### src/rtl/ppu_reg_if.sv
// ============================================================================
// Module   : ppu_reg_if
// Purpose  : CPU-facing PPU register window ($2000-$2007, mirrored to $3FFF).
//            Optional macro PPU_PALETTE_BYPASS_EN enables unbuffered palette reads.
// Revision : 1.0 - initial release
// ============================================================================
`default_nettype none

module ppu_reg_if #(
  parameter int         VRAM_AW       = 14,
  parameter logic [7:0] OPEN_BUS_INIT = 8'h00
) (
  input  logic               clk,
  input  logic               rst,
  input  logic               cpu_cs,
  input  logic [2:0]         cpu_addr,
  input  logic               cpu_we,
  input  logic               cpu_re,
  input  logic [7:0]         cpu_wdata,
  output logic [7:0]         cpu_rdata,
  output logic               nmi,
  output logic [7:0]         ppuctrl,
  output logic [7:0]         ppumask,
  input  logic               vblank_set,
  input  logic               vblank_clr,
  input  logic               sprite0_hit_set,
  input  logic               sprite_ovf_set,
  output logic [7:0]         oam_addr,
  output logic               oam_we,
  output logic [7:0]         oam_wdata,
  input  logic [7:0]         oam_rdata,
  output logic [VRAM_AW-1:0] vram_addr,
  output logic               vram_we,
  output logic               vram_re,
  output logic [7:0]         vram_wdata,
  input  logic [7:0]         vram_rdata,
  output logic [14:0]        scroll_t,
  output logic [14:0]        scroll_v,
  output logic [2:0]         fine_x
);

  localparam logic [2:0] c_REG_CTRL    = 3'd0;
  localparam logic [2:0] c_REG_MASK    = 3'd1;
  localparam logic [2:0] c_REG_STATUS  = 3'd2;
  localparam logic [2:0] c_REG_OAMADDR = 3'd3;
  localparam logic [2:0] c_REG_OAMDATA = 3'd4;
  localparam logic [2:0] c_REG_SCROLL  = 3'd5;
  localparam logic [2:0] c_REG_ADDR    = 3'd6;
  localparam logic [2:0] c_REG_DATA    = 3'd7;

  logic [7:0]  ctrl_q, ctrl_d, mask_q, mask_d, oam_addr_q, oam_addr_d;
  logic [7:0]  buf_q, buf_d, openbus_q, openbus_d, rdata_q, rdata_d;
  logic [14:0] t_q, t_d, v_q, v_d;
  logic [2:0]  fine_x_q, fine_x_d;
  logic        wlatch_q, wlatch_d, buf_load_q, buf_load_d, nmi_q, nmi_d;
  logic        vblank_q, vblank_d, spr0_q, spr0_d, ovf_q, ovf_d;
  logic        w_wr, w_rd, w_pal_fetch;
  logic [14:0] w_inc;
  logic [7:0]  w_buf_fwd, w_rd_val;

  assign w_wr      = cpu_cs & cpu_we;
  assign w_rd      = cpu_cs & cpu_re & ~cpu_we;
  assign w_inc     = ctrl_q[2] ? 15'd32 : 15'd1;
  // A read right behind another $2007 read sees the byte arriving this cycle.
  assign w_buf_fwd = buf_load_q ? vram_rdata : buf_q;

`ifdef PPU_PALETTE_BYPASS_EN
  logic        pal_ph1_q, pal_ph1_d, pal_ph2_q, pal_ph2_d;
  logic [14:0] pal_addr_q, pal_addr_d;
  assign w_pal_fetch = pal_ph1_q;
  assign vram_addr   = pal_ph1_q ? pal_addr_q[VRAM_AW-1:0] : v_q[VRAM_AW-1:0];
`else
  assign w_pal_fetch = 1'b0;
  assign vram_addr   = v_q[VRAM_AW-1:0];
`endif

  always_comb begin
    ctrl_d     = ctrl_q;
    mask_d     = mask_q;
    oam_addr_d = oam_addr_q;
    buf_d      = buf_q;
    openbus_d  = openbus_q;
    rdata_d    = rdata_q;
    t_d        = t_q;
    v_d        = v_q;
    fine_x_d   = fine_x_q;
    wlatch_d   = wlatch_q;
    buf_load_d = 1'b0;
    w_rd_val   = openbus_q;
    if (buf_load_q) buf_d = vram_rdata;
`ifdef PPU_PALETTE_BYPASS_EN
    pal_ph1_d  = 1'b0;
    pal_ph2_d  = pal_ph1_q;
    pal_addr_d = pal_addr_q;
    if (pal_ph1_q) begin
      rdata_d   = vram_rdata;
      openbus_d = vram_rdata;
    end
    if (pal_ph2_q) buf_d = vram_rdata;
`endif
    // A status read swallows a coincident vblank set; vblank_clr overrides all.
    spr0_d   = spr0_q | sprite0_hit_set;
    ovf_d    = ovf_q | sprite_ovf_set;
    vblank_d = vblank_q | vblank_set;
    if (w_rd && cpu_addr == c_REG_STATUS) vblank_d = 1'b0;
    if (vblank_clr) begin
      vblank_d = 1'b0;
      spr0_d   = 1'b0;
      ovf_d    = 1'b0;
    end
    if (w_wr) begin
      openbus_d = cpu_wdata;
      case (cpu_addr)
        c_REG_CTRL: begin
          ctrl_d      = cpu_wdata;
          t_d[11:10]  = cpu_wdata[1:0];
        end
        c_REG_MASK:    mask_d     = cpu_wdata;
        c_REG_OAMADDR: oam_addr_d = cpu_wdata;
        c_REG_OAMDATA: oam_addr_d = oam_addr_q + 8'd1;
        c_REG_SCROLL: begin
          if (!wlatch_q) begin
            t_d[4:0] = cpu_wdata[7:3];
            fine_x_d = cpu_wdata[2:0];
          end else begin
            t_d[14:12] = cpu_wdata[2:0];
            t_d[9:5]   = cpu_wdata[7:3];
          end
          wlatch_d = ~wlatch_q;
        end
        c_REG_ADDR: begin
          if (!wlatch_q) begin
            t_d[13:8] = cpu_wdata[5:0];
            t_d[14]   = 1'b0;
          end else begin
            t_d[7:0] = cpu_wdata;
            v_d      = {t_q[14:8], cpu_wdata};
          end
          wlatch_d = ~wlatch_q;
        end
        c_REG_DATA: v_d = v_q + w_inc;
        default: ;
      endcase
    end else if (w_rd) begin
      case (cpu_addr)
        c_REG_STATUS: begin
          w_rd_val = {vblank_q, spr0_q, ovf_q, openbus_q[4:0]};
          wlatch_d = 1'b0;
        end
        c_REG_OAMDATA: w_rd_val = oam_rdata;
        c_REG_DATA: begin
          w_rd_val   = w_buf_fwd;
          buf_load_d = 1'b1;
          v_d        = v_q + w_inc;
        end
        default: w_rd_val = openbus_q;
      endcase
      rdata_d   = w_rd_val;
      openbus_d = w_rd_val;
`ifdef PPU_PALETTE_BYPASS_EN
      // Palette data returns a cycle later; the nametable byte below refills the buffer.
      if (cpu_addr == c_REG_DATA && v_q[13:8] == 6'h3F) begin
        buf_load_d = 1'b0;
        pal_ph1_d  = 1'b1;
        pal_addr_d = v_q - 15'h1000;
        rdata_d    = rdata_q;
        openbus_d  = openbus_q;
      end
`endif
    end
    nmi_d = ctrl_d[7] & vblank_d;
  end

  always_ff @(posedge clk or posedge rst) begin
    if (rst) begin
      ctrl_q     <= 8'h00;
      mask_q     <= 8'h00;
      oam_addr_q <= 8'h00;
      buf_q      <= 8'h00;
      openbus_q  <= OPEN_BUS_INIT;
      rdata_q    <= 8'h00;
      t_q        <= 15'h0000;
      v_q        <= 15'h0000;
      fine_x_q   <= 3'h0;
      wlatch_q   <= 1'b0;
      buf_load_q <= 1'b0;
      nmi_q      <= 1'b0;
      vblank_q   <= 1'b0;
      spr0_q     <= 1'b0;
      ovf_q      <= 1'b0;
`ifdef PPU_PALETTE_BYPASS_EN
      pal_ph1_q  <= 1'b0;
      pal_ph2_q  <= 1'b0;
      pal_addr_q <= 15'h0000;
`endif
    end else begin
      ctrl_q     <= ctrl_d;
      mask_q     <= mask_d;
      oam_addr_q <= oam_addr_d;
      buf_q      <= buf_d;
      openbus_q  <= openbus_d;
      rdata_q    <= rdata_d;
      t_q        <= t_d;
      v_q        <= v_d;
      fine_x_q   <= fine_x_d;
      wlatch_q   <= wlatch_d;
      buf_load_q <= buf_load_d;
      nmi_q      <= nmi_d;
      vblank_q   <= vblank_d;
      spr0_q     <= spr0_d;
      ovf_q      <= ovf_d;
`ifdef PPU_PALETTE_BYPASS_EN
      pal_ph1_q  <= pal_ph1_d;
      pal_ph2_q  <= pal_ph2_d;
      pal_addr_q <= pal_addr_d;
`endif
    end
  end

  // Strobes follow the CPU strobe in the same cycle so read data lines up with the buffer.
  assign oam_we     = ~rst & w_wr & (cpu_addr == c_REG_OAMDATA);
  assign oam_wdata  = oam_we ? cpu_wdata : 8'h00;
  assign vram_we    = ~rst & w_wr & (cpu_addr == c_REG_DATA);
  assign vram_wdata = vram_we ? cpu_wdata : 8'h00;
  assign vram_re    = ~rst & ((w_rd & (cpu_addr == c_REG_DATA)) | w_pal_fetch);

  assign cpu_rdata = rdata_q;
  assign nmi       = nmi_q;
  assign ppuctrl   = ctrl_q;
  assign ppumask   = mask_q;
  assign oam_addr  = oam_addr_q;
  assign scroll_t  = t_q;
  assign scroll_v  = v_q;
  assign fine_x    = fine_x_q;

endmodule

`default_nettype wire

### config.mk
export PLATFORM = sky130hd
export DESIGN_NAME = ppu_reg_if
export DESIGN_NICKNAME = d
export VERILOG_FILES = /design/src/rtl/ppu_reg_if.sv
export SDC_FILE = /design/constraint.sdc
export NUM_CORES = 1
export LEC_CHECK = 0
export BUFFER_PORTS_ARGS = -buffer_cell sky130_fd_sc_hd__clkbuf_2
export CAP_MARGIN = 10
export CORE_UTILIZATION = 48
export CTS_CLUSTER_DIAMETER = 200
export CTS_CLUSTER_SIZE = 12
export DETAILED_ROUTE_END_ITERATION = 8
export GPL_ROUTABILITY_DRIVEN = 0
export PLACE_DENSITY = 0.86
export SETUP_SLACK_MARGIN = 0.5
export SLEW_MARGIN = 20
export SYNTH_ARGS = -nofsm -noshare
export SYNTH_HDL_FRONTEND = slang
export SYNTH_SLANG_ARGS = --single-unit
export TNS_END_PERCENT = 5
### constraint.sdc
create_clock -name clk -period 2.4 [get_ports clk]
set_input_delay 0.12 -clock clk [delete_from_list [all_inputs] [get_ports clk]]
set_output_delay 0.12 -clock clk [all_outputs]
set_load 0.01 [all_outputs]
=== Word-level counts from Yosys, hierarchy flattened ===
Cells that the tools add are included.

* Add/sub/neg operators: 2
* Equality and inequality tests: 13
* Mux-type cells: 34
* Bitwise gates (word level): 16
* Reductions and logical operators: 21

{| class="wikitable"
|+ Operator list
! kind !! count
|-
| 8-bit two-way mux || 8
|-
| 15-bit two-way mux || 4
|-
| 15-bit one-hot mux with 2 select lines || 1
|-
| 8-bit one-hot mux with 3 select lines || 1
|-
| 10-bit one-hot mux with 2 select lines || 1
|-
| 8-bit one-hot mux with 2 select lines || 1
|-
| 4-bit AND reduction || 4
|-
| 15-bit by 6-bit adder with 15-bit output || 1
|-
| 2-bit nonzero test || 7
|-
| 3-bit == test (second input constant) || 4
|-
| 1-bit two-way mux || 11
|-
| 5-bit two-way mux || 2
|-
| 2-bit inequality test (second input constant) || 5
|-
| 1-bit bitwise AND || 9
|-
| 3-bit AND reduction || 3
|-
| 8-bit by 1-bit adder with 8-bit output (second input constant) || 1
|-
| 2-bit AND reduction || 4
|-
| 7-bit two-way mux || 1
|-
| 3-bit by 2-bit == test with 1-bit output (second input constant) || 2
|-
| 6-bit two-way mux || 1
|-
| 3-bit one-hot mux with 2 select lines || 1
|-
| 1-bit NOT || 4
|-
| 2-bit one-hot mux with 2 select lines || 1
|-
| 3-bit by 1-bit == test with 1-bit output (second input constant) || 1
|-
| 6 further kinds || 8
|}

* Register bits: 87
* Bits of input ports: 36
* Output and inout bits: 99
* Word-level logic and storage cells: 105

=== Logic depth before layout (Yosys ltp) ===
Gate-level depths: netlist of the first run.

* Depth after elaboration: 6
* Mapped depth: 7
* Mapped depth without buffers: 6

=== Worst setup path after synthesis of the first run ===
Ideal clock, no wire load.

* Kind: reg-to-reg
* Start point: register ctrl_q[2], in the netlist ppuctrl[2]
* End point: register v_q[12], in the netlist scroll_v[12]
* Setup time: 94 ps
* Arrival: 1630 ps
* Required time: 2306 ps
* Path slack: 676 ps
* Stages on the path, launching flop included: 6
* Path buffers: 0
* Clock period less this slack: 1724 ps
* Cell sequence: dfrtp_1 > ha_1 > and3_1 > a31o_2 > a31o_2 > a211oi_1

* Word-level cells in the longest chain between the ends: 5
* Elaborated cells on any way between the ends: 6
* Classes of those cells: add/sub: 1; mux: 5

{| class="wikitable"
|+ Ends and longest elaborated chain
! element !! RTL line !! text
|-
| from (decl) || 51 || <nowiki>logic [7:0] ctrl_q, ctrl_d, mask_q, mask_d, oam_addr_q, oam_addr_d;</nowiki>
|-
| from (signal assigned) || 197 || <nowiki>ctrl_q <= ctrl_d;</nowiki>
|-
| 6-bit two-way mux * || 63 || <nowiki>assign w_inc = ctrl_q[2] ? 15'd32 : 15'd1;</nowiki>
|-
| 15-bit by 6-bit adder with 15-bit output * || 141, 154 ||
|-
| 15-bit two-way mux || 145 || <nowiki>case (cpu_addr)</nowiki>
|-
| 15-bit two-way mux || 144 || <nowiki>end else if (w_rd) begin</nowiki>
|-
| 15-bit two-way mux * || 111 || <nowiki>if (w_wr) begin</nowiki>
|-
| to (signal assigned) || 204 || <nowiki>v_q <= v_d;</nowiki>
|-
| to (decl) || 53 || <nowiki>logic [14:0] t_q, t_d, v_q, v_d;</nowiki>
|}

Mark *: on every way between the ends. The rest lies on a longest branch, timed or not. The select of a mux whose other input is x is not followed.
A chain may end at the register's enable or synchronous reset.

=== Final worst setup path of the first run ===
* Start point: input cpu_addr[1]
* End point: output vram_wdata[3]

* Word-level cells in the longest chain between the ends: 3

{| class="wikitable"
|+ Ends and longest elaborated chain
! element !! RTL line !! text
|-
| from (decl) || 16 || <nowiki>input logic [2:0] cpu_addr,</nowiki>
|-
| 3-bit == test || 223 || <nowiki>assign vram_we = ~rst & w_wr & (cpu_addr == c_REG_DATA);</nowiki>
|-
| 1-bit bitwise AND || 223 ||
|-
| 8-bit two-way mux || 224 || <nowiki>assign vram_wdata = vram_we ? cpu_wdata : 8'h00;</nowiki>
|-
| to (decl) || 35 || <nowiki>output logic [7:0] vram_wdata,</nowiki>
|}

No other way between the ends.

==> run summary, run 1 <==
Result of the run: finished clean
Largest vdd supply drop: 0.471 mV
Count of vias placed by the detailed router: 4436
Leakage power: 0.00275 uW
Total Wirelength: 13.6 mm
Rel. slew slack: 0.574
Cell variety after synth: 62
Endpoint required time on the critical path: 2.28 ns
Instance count of the mapped netlist: 499
Share of cells above drive strength 1: 0.325
IO Pins: 135
Sum of negative setup slack: 0 ns
Most used flip-flop cell after synthesis: sky130_fd_sc_hd__dfrtp_1
Largest delay contributor family on the critical path: simple AND/OR/NAND/NOR gates
List of cells traversed by the critical path: clkbuf_2 > buf_4 > nand3_1 > nor3_1 > and2_1 > clkbuf_2
Routed wire per std cell: 18.2 um
Drt first pass iters: 7
Filler Cell Count: 880
Netlist area before placement: 0.00482 mm^2
Instance count along the most critical hold path: 2
Via count of the first global-routing pass: 4124
Post-route setup slack: 0.455 ns
Clock-pin slew on the worst setup and hold paths: 0.08 ns
Diodes inserted: 0
Worst Path Class, Setup: input port to primary output
Post-synth EDFFs: 0
Final Slew Violations: 0
Worst setup slack after placement: 0.433 ns
DP Cell Count: 726
Site Rows: 36
Share of synthesized area occupied by flip-flops and latches: 0.452
Largest net degree at the start of global routing: 88
Sort of element at the end of the critical path: primary output
Power density over the cells: 809 mW/mm^2
Fin crit share: 0.810
Antenna violations before repair: 0
Core region area: 0.00973 mm^2
Root Driver: sky130_fd_sc_hd__clkbuf_8
Critical path startpoint category: input port
Maximum root-to-sink buffer count: 2
Yosys Warn Count: 0
HPWL after DPL: 9.32 mm
Max_cap viols: 0
CTS buffer count: 9
Worst reg-to-reg path cell count: 5
Remaining routing DRC violations: 0
Starting utilization of the core area: 0.495
Library cell appearing most often on the critical path: sky130_fd_sc_hd__clkbuf_2
Hold violation count in the final report: 0
Height of the die: 102 um
Die Outline Area: 0.0104 mm^2
CP Depth: 6
Drt via density: 5.95
H-tree level count: 3
Global-route wire length before repair: 21.4 mm
Total overflow reported by the global router: 0
Worst stage delay on the critical path: 0.57 ns
Setup repair after global routing missed its margin: yes
Number of I/O port buffers: 134
Clk_lat worst skew: 0.37 ns
Largest driver fanout on the critical path: 15
Worst path bufs/invs: 3
CTS tree: done
All-layer global routing usage: 0.273
Syn avg cell area: 9.65 um^2
Die X: 102 um
Worst Tran Pin Value: 0.634 ns
Total setup buffers inserted after CTS: 0
Highest-delay cell along the critical path: sky130_fd_sc_hd__nor3_1
Number of storage elements in the synthesis netlist: 87
Time the final worst path needs with I/O delays and setup: 1.94 ns
Final layout net count: 648
Share of synthesized flip-flops with an asynchronous set or reset: 1.00
Endpoint arrival time on the critical path: 1.82 ns
Initial detailed-routing violation count: 410
Clock skew after layout: 0.00850 ns
Number of nets produced by synthesis: 539
TritonCTS sink count: 87
Remaining antenna violation count after routing: 0
Worst min path class: input port to flip-flop
Non-filler cells in the finished layout: 746
Highest Clock Rate: 514 MHz
Total of endpoints with negative setup slack in the final report: 0
Layout overhead on the synthesized area: 18.2%
-- path summary, 6_finish.rpt --
path / slack, ns / to / from
max: 0.46 / vram_wdata[3] / cpu_addr[1]
min: 0.007 / buf_q[4] / vram_rdata[4]
max reg2reg: 0.50 / scroll_v[14] / ppuctrl[2]
min reg2reg: 0.48 / cpu_rdata[3] / cpu_rdata[3]
max in group asynchronous: 1.98 / oam_addr[3] / rst
min in group asynchronous: 0.05 / openbus_q[5] / rst
-- placed cells by master, fill, tap and decap left out, drive strengths merged, types with 13 or more instances in the layout --
cell	synthesis	final
inv	20	20
mux2	26	26
a21oi	40	40
nand2	31	31
nand3	23	23
o21ai	31	31
nor3	13	13
dfrtp	87	87
clkbuf	15	148
and3	16	16
nor2	29	29
-- per-stage QoR --
stage / power [uW] / utilization / hold WS (ns) / cell area (um^2)
final: 4600 / 0.585 / 0.00739 / 5690
after global routing: 4870 / 0.585 / 0.00646 / 5690
after floorplan: 3020 / - / 0.186 / 4820
after detailed placement: 3550 / 0.561 / 0.322 / 5460
after global placement: 3480 / 0.561 / 0.318 / 5460
after CTS: 4600 / 0.584 / 0.000289 / 5690
-- cells in the mapped netlist, types with 2 or more instances --
| cell type | instances | share of area |
|---|---|---|
| sky130_fd_sc_hd__buf_6 | 2 | 0.0047 |
| sky130_fd_sc_hd__a221o_1 | 2 | 0.0042 |
| sky130_fd_sc_hd__nor4_1 | 8 | 0.010 |
| sky130_fd_sc_hd__a21boi_0 | 3 | 0.0047 |
| sky130_fd_sc_hd__nor2b_1 | 2 | 0.0026 |
| sky130_fd_sc_hd__buf_2 | 11 | 0.011 |
| sky130_fd_sc_hd__mux2_4 | 4 | 0.012 |
| sky130_fd_sc_hd__nor4bb_1 | 4 | 0.0083 |
| sky130_fd_sc_hd__a21oi_2 | 3 | 0.0055 |
| sky130_fd_sc_hd__a21o_1 | 6 | 0.0094 |
| sky130_fd_sc_hd__a211oi_1 | 2 | 0.0031 |
| sky130_fd_sc_hd__nand2b_1 | 2 | 0.0026 |
| sky130_fd_sc_hd__nand4_1 | 6 | 0.0078 |
| sky130_fd_sc_hd__nor3_1 | 13 | 0.014 |
| sky130_fd_sc_hd__and3_1 | 16 | 0.021 |
| sky130_fd_sc_hd__nand4b_1 | 2 | 0.0036 |
| sky130_fd_sc_hd__and2_1 | 10 | 0.013 |
| sky130_fd_sc_hd__inv_1 | 20 | 0.016 |
| sky130_fd_sc_hd__a2bb2oi_1 | 3 | 0.0055 |
| sky130_fd_sc_hd__buf_4 | 19 | 0.030 |
| sky130_fd_sc_hd__dfrtp_1 | 87 | 0.45 |
| sky130_fd_sc_hd__buf_1 | 3 | 0.0023 |
| sky130_fd_sc_hd__o311ai_0 | 2 | 0.0036 |
| sky130_fd_sc_hd__ha_1 | 4 | 0.010 |
| sky130_fd_sc_hd__or3b_1 | 3 | 0.0055 |
| sky130_fd_sc_hd__o211ai_1 | 7 | 0.011 |
| sky130_fd_sc_hd__o21ai_0 | 30 | 0.031 |
| sky130_fd_sc_hd__a221oi_1 | 6 | 0.011 |
| sky130_fd_sc_hd__or2_2 | 2 | 0.0026 |
| sky130_fd_sc_hd__a31oi_1 | 4 | 0.0052 |
| sky130_fd_sc_hd__clkbuf_1 | 14 | 0.011 |
| sky130_fd_sc_hd__a21oi_1 | 36 | 0.037 |
| sky130_fd_sc_hd__nand3_1 | 23 | 0.024 |
| sky130_fd_sc_hd__a22oi_1 | 3 | 0.0047 |
| sky130_fd_sc_hd__a31o_2 | 3 | 0.0055 |
| sky130_fd_sc_hd__nand3b_1 | 8 | 0.012 |
| sky130_fd_sc_hd__nor2_1 | 28 | 0.022 |
| sky130_fd_sc_hd__o22ai_1 | 9 | 0.012 |
| sky130_fd_sc_hd__nand2_1 | 30 | 0.023 |
| sky130_fd_sc_hd__mux2_2 | 22 | 0.051 |
| sky130_fd_sc_hd__mux2i_1 | 10 | 0.021 |
| sky130_fd_sc_hd__a211o_1 | 7 | 0.013 |
-- kinds of logic (layout without fill, tap and decap cells) --
kind of cell             Yosys count  in the layout  share of synthesized area
AND/OR/NAND/NOR                  165            165                      0.190
AO/OA/AOI/OAI                    136            136                      0.186
flip-flops                        87             87                      0.452
buffers and inverters             70            184                     0.0756
multiplexers                      36             36                     0.0847
adder cells (fa/ha/maj)            4              4                     0.0104
XOR/XNOR                           1              1                    0.00182
-- metal layers --
layer,GRT usage,vias to the layer above,routed length (um)
met2,0.426,271,6290
met3,0.0547,37,1170
met1,0.371,2099,5710
li1,-,2029,-
met5,0,-,0
met4,0.116,0,403
-- report_power, final --
group	internal (uW)	switching, uW
Clock	516	536
Combinational	640	818
Sequential	1790	301
-- registers in the layout (all words and copies together), names as in the netlist --
name        cells
cpu_rdata       8
ovf_q           1
openbus_q       8
nmi             1
scroll_t       15
buf_load_q      1
ppuctrl         8
scroll_v       15
wlatch_q        1
buf_q           8
vblank_q        1
fine_x          3
ppumask         8
oam_addr        8
spr0_q          1
-- worst reg2reg max path, delay by kind of cell, from the launching register on --
family	cells	cell delay (ns)
AO/OA/AOI/OAI	3	0.72
adder cells (fa/ha/maj)	1	0.36
flip-flops	1	0.45
AND/OR/NAND/NOR	1	0.25
-- repair_timing --
action	CTS	global route
setup endpoints to repair	0	15
hold buffers	4	0
gates resized for setup	0	1
endpoints found under the hold margin	4	0
-- cell type report --
type                    instances  area [um^2]  share of cell area
multi-input cells             342         2280               0.401
flip-flops and latches         87         2180               0.383
repair buffers                148          798               0.140
well taps                     133          166              0.0292
clock buffers                  14          153              0.0268
inverters                      20         78.8              0.0138
clock inverters                 2         38.8             0.00681
(Power assumes the default switching activity.)
==> run 2, diff against run 1 <==
Settings changed: CORE_UTILIZATION 48 to 53, PLACE_DENSITY 0.86 to 0.9.
Clock period 2.4 ns to 2 ns, I/O delays scaled along.
==> run 2 against run 1 <==
Against the previous run: design area is 5.5% higher; worst setup slack worse by 0.094 ns; hold slack worse by 0.0016 ns; sequential power is 22% higher.
==> run summary, run 2 (same netlist as run 1, synthesis figures left out) <==
Hold violation count in the final report: 0 (unchanged)
Layout overhead on the synthesized area: 24.7%
Routed wire per std cell: 19.6 um (+7.9%)
Count of vias placed by the detailed router: 4793 (+8.0%)
Power density over the cells: 969 mW/mm^2 (+20%)
Non-filler cells in the finished layout: 740 (-0.80%)
Die Outline Area: 0.00947 mm^2 (-9.3%)
Largest vdd supply drop: 0.693 mV (+47%)
Drt via density: 6.48 (+8.9%)
Site Rows: 34 (-5.6%)
Clock skew after layout: 0.00719 ns (-0.00131 ns)
Flip-flop and latch area: 0.00218 mm^2 (+0.11%)
Leakage power: 0.00287 uW (+4.5%)
Critical path startpoint category: flip-flop
Number of I/O port buffers: 134 (unchanged)
CTS tree: done
Worst Path Class, Setup: flip-flop to flip-flop
Remaining antenna violation count after routing: 0 (unchanged)
Starting utilization of the core area: 0.550 (+0.0546)
Largest driver fanout on the critical path: 5 (-10)
Result of the run: finished clean
H-tree level count: 3 (unchanged)
Final layout net count: 669 (+3.2%)
Total overflow reported by the global router: 0 (unchanged)
Drt first pass iters: 6 (-1)
Commonest non-fill, non-tap cell in the layout: sky130_fd_sc_hd__clkbuf_2
Endpoint required time on the critical path: 2.28 ns (about the same)
Most used cells in the layout excluding fill and tap cells: sky130_fd_sc_hd__clkbuf_2, sky130_fd_sc_hd__dfrtp_1, sky130_fd_sc_hd__a21oi_1
IO Pins: 135 (unchanged)
Rel. slew slack: 0.546 (-0.0277)
Clock-pin slew on the worst setup and hold paths: 0.09 ns (about the same)
Diodes inserted: 0 (unchanged)
Filler Cell Count: 663 (-25%)
Maximum root-to-sink buffer count: 2 (unchanged)
Total Wirelength: 14.5 mm (+7.0%)
Largest net degree at the start of global routing: 35 (-60%)
CTS buffer count: 9 (unchanged)
TritonCTS sink count: 87 (unchanged)
All-layer global routing usage: 0.305 (+0.0320)
Share of cells above drive strength 1: 0.378 (+0.0535)
Core region area: 0.00876 mm^2 (-9.9%)
Initial detailed-routing violation count: 469 (+14%)
Endpoint arrival time on the critical path: 1.92 ns (+0.10 ns)
Worst min path class: input port to flip-flop
Worst Tran Pin Value: 0.679 ns (+0.0449 ns)
Time the final worst path needs with I/O delays and setup: 1.64 ns
Clk_lat worst skew: 0.36 ns (about the same)
Highest Clock Rate: 610 MHz
Sum of negative setup slack: 0 ns (unchanged)
Via count of the first global-routing pass: 4619 (+12%)
Antenna violations before repair: 0 (unchanged)
Max_cap viols: 0 (unchanged)
DP Cell Count: 709 (-2.3%)
Root Driver: sky130_fd_sc_hd__clkbuf_8
Setup repair after global routing missed its margin: yes
HPWL after DPL: 9.51 mm (+2.1%)
Final Slew Violations: 0 (unchanged)
Sort of element at the end of the critical path: flip-flop
Total of endpoints with negative setup slack in the final report: 0 (unchanged)
Die X: 97.3 um (-4.7%)
Fin crit share: 0.820
Remaining routing DRC violations: 0 (unchanged)
Height of the die: 97.3 um (-4.7%)
Total area of multi-input combinational cells: 0.00243 mm^2 (+6.8%)
Global-route wire length before repair: 23.2 mm (+8.1%)
-- run 2: changes by cell type in the layout (fill, tap and decap cells not counted), sizes merged --
cell | before | now
buf | 10 | 27
clkbuf | 148 | 143
dlygate4sd3 | 4 | 8
clkinv | 0 | 2
clkinvlp | 1 | 2
-- run 2: report_power, final --
part	total (uW)	switching [uW]	leakage (uW)	internal, uW
Clock	1210	639	0.0000915	568
Combinational	2070	1140	0.00175	934
Sequential	2540	388	0.00104	2150
Total	5820	2160	0.00287	3650
-- run 2: final timing paths --
path / startpoint / to / slack, ns / cells past startpoint
max in group asynchronous: rst / ppuctrl[2] / 1.34 / 3
worst min register to register: cpu_rdata[0] / cpu_rdata[0] / 0.48 / 1
worst max register to register: ppuctrl[2] / scroll_v[12] / 0.36 / 5
min in group asynchronous: rst / openbus_q[5] / 0.07 / 2
worst max-delay path: ppuctrl[2] / scroll_v[12] / 0.36 / 5
worst min-delay path: vram_rdata[1] / buf_q[1] / 0.006 / 2
-- run 2: through the flow --
step | area [um^2] | utilization | total power, uW | setup slack [ns] | hold slack (ns)
after global placement | 5510 | 0.629 | 4190 | 0.268 | 0.290
after global routing | 6010 | 0.685 | 6080 | 0.313 | 0.0177
final | 6010 | 0.685 | 5820 | 0.361 | 0.00581
after floorplan | 4820 | - | 3620 | 0.276 | 0.166
after CTS | 5930 | 0.677 | 5640 | 0.409 | 0.000912
after detailed placement | 5510 | 0.629 | 4280 | 0.219 | 0.297
-- run 2: layer usage --
metal | part of all wire | GRT usage | wire length [um]
met1 | 0.39 | 0.394 | 5600
met2 | 0.46 | 0.490 | 6620
met3 | 0.098 | 0.0540 | 1430
met4 | 0.061 | 0.167 | 885
met5 | 0 | 0 | 0
-- run 2: what timing repair did --
action                     CTS  global route
setup endpoints to repair   50            56
hold buffers                 8             0
gates cloned                 0             0
resized for setup           22            12
hold endpoints to repair     8             0
buffers inserted             6             3
pin swaps                    5             6
-- run 2: worst max-delay path, cell delays in order, from the launching register on --
cell and delay, ns:
sky130_fd_sc_hd__dfrtp_2 0.45, sky130_fd_sc_hd__ha_4 0.25, sky130_fd_sc_hd__and3_4 0.20, sky130_fd_sc_hd__a31o_4 0.27, sky130_fd_sc_hd__a31o_4 0.22, sky130_fd_sc_hd__a211oi_2 0.16
-- run 2: layout make-up --
class / instances / share of cell area
Clock inverter: 5 / 0.0100
Tap cell: 108 / 0.0225
Sequential cell: 87 / 0.363
Inverter: 20 / 0.0131
Clock buffer: 9 / 0.0206
Multi-Input combinational cell: 342 / 0.405
Timing Repair Buffer: 169 / 0.166
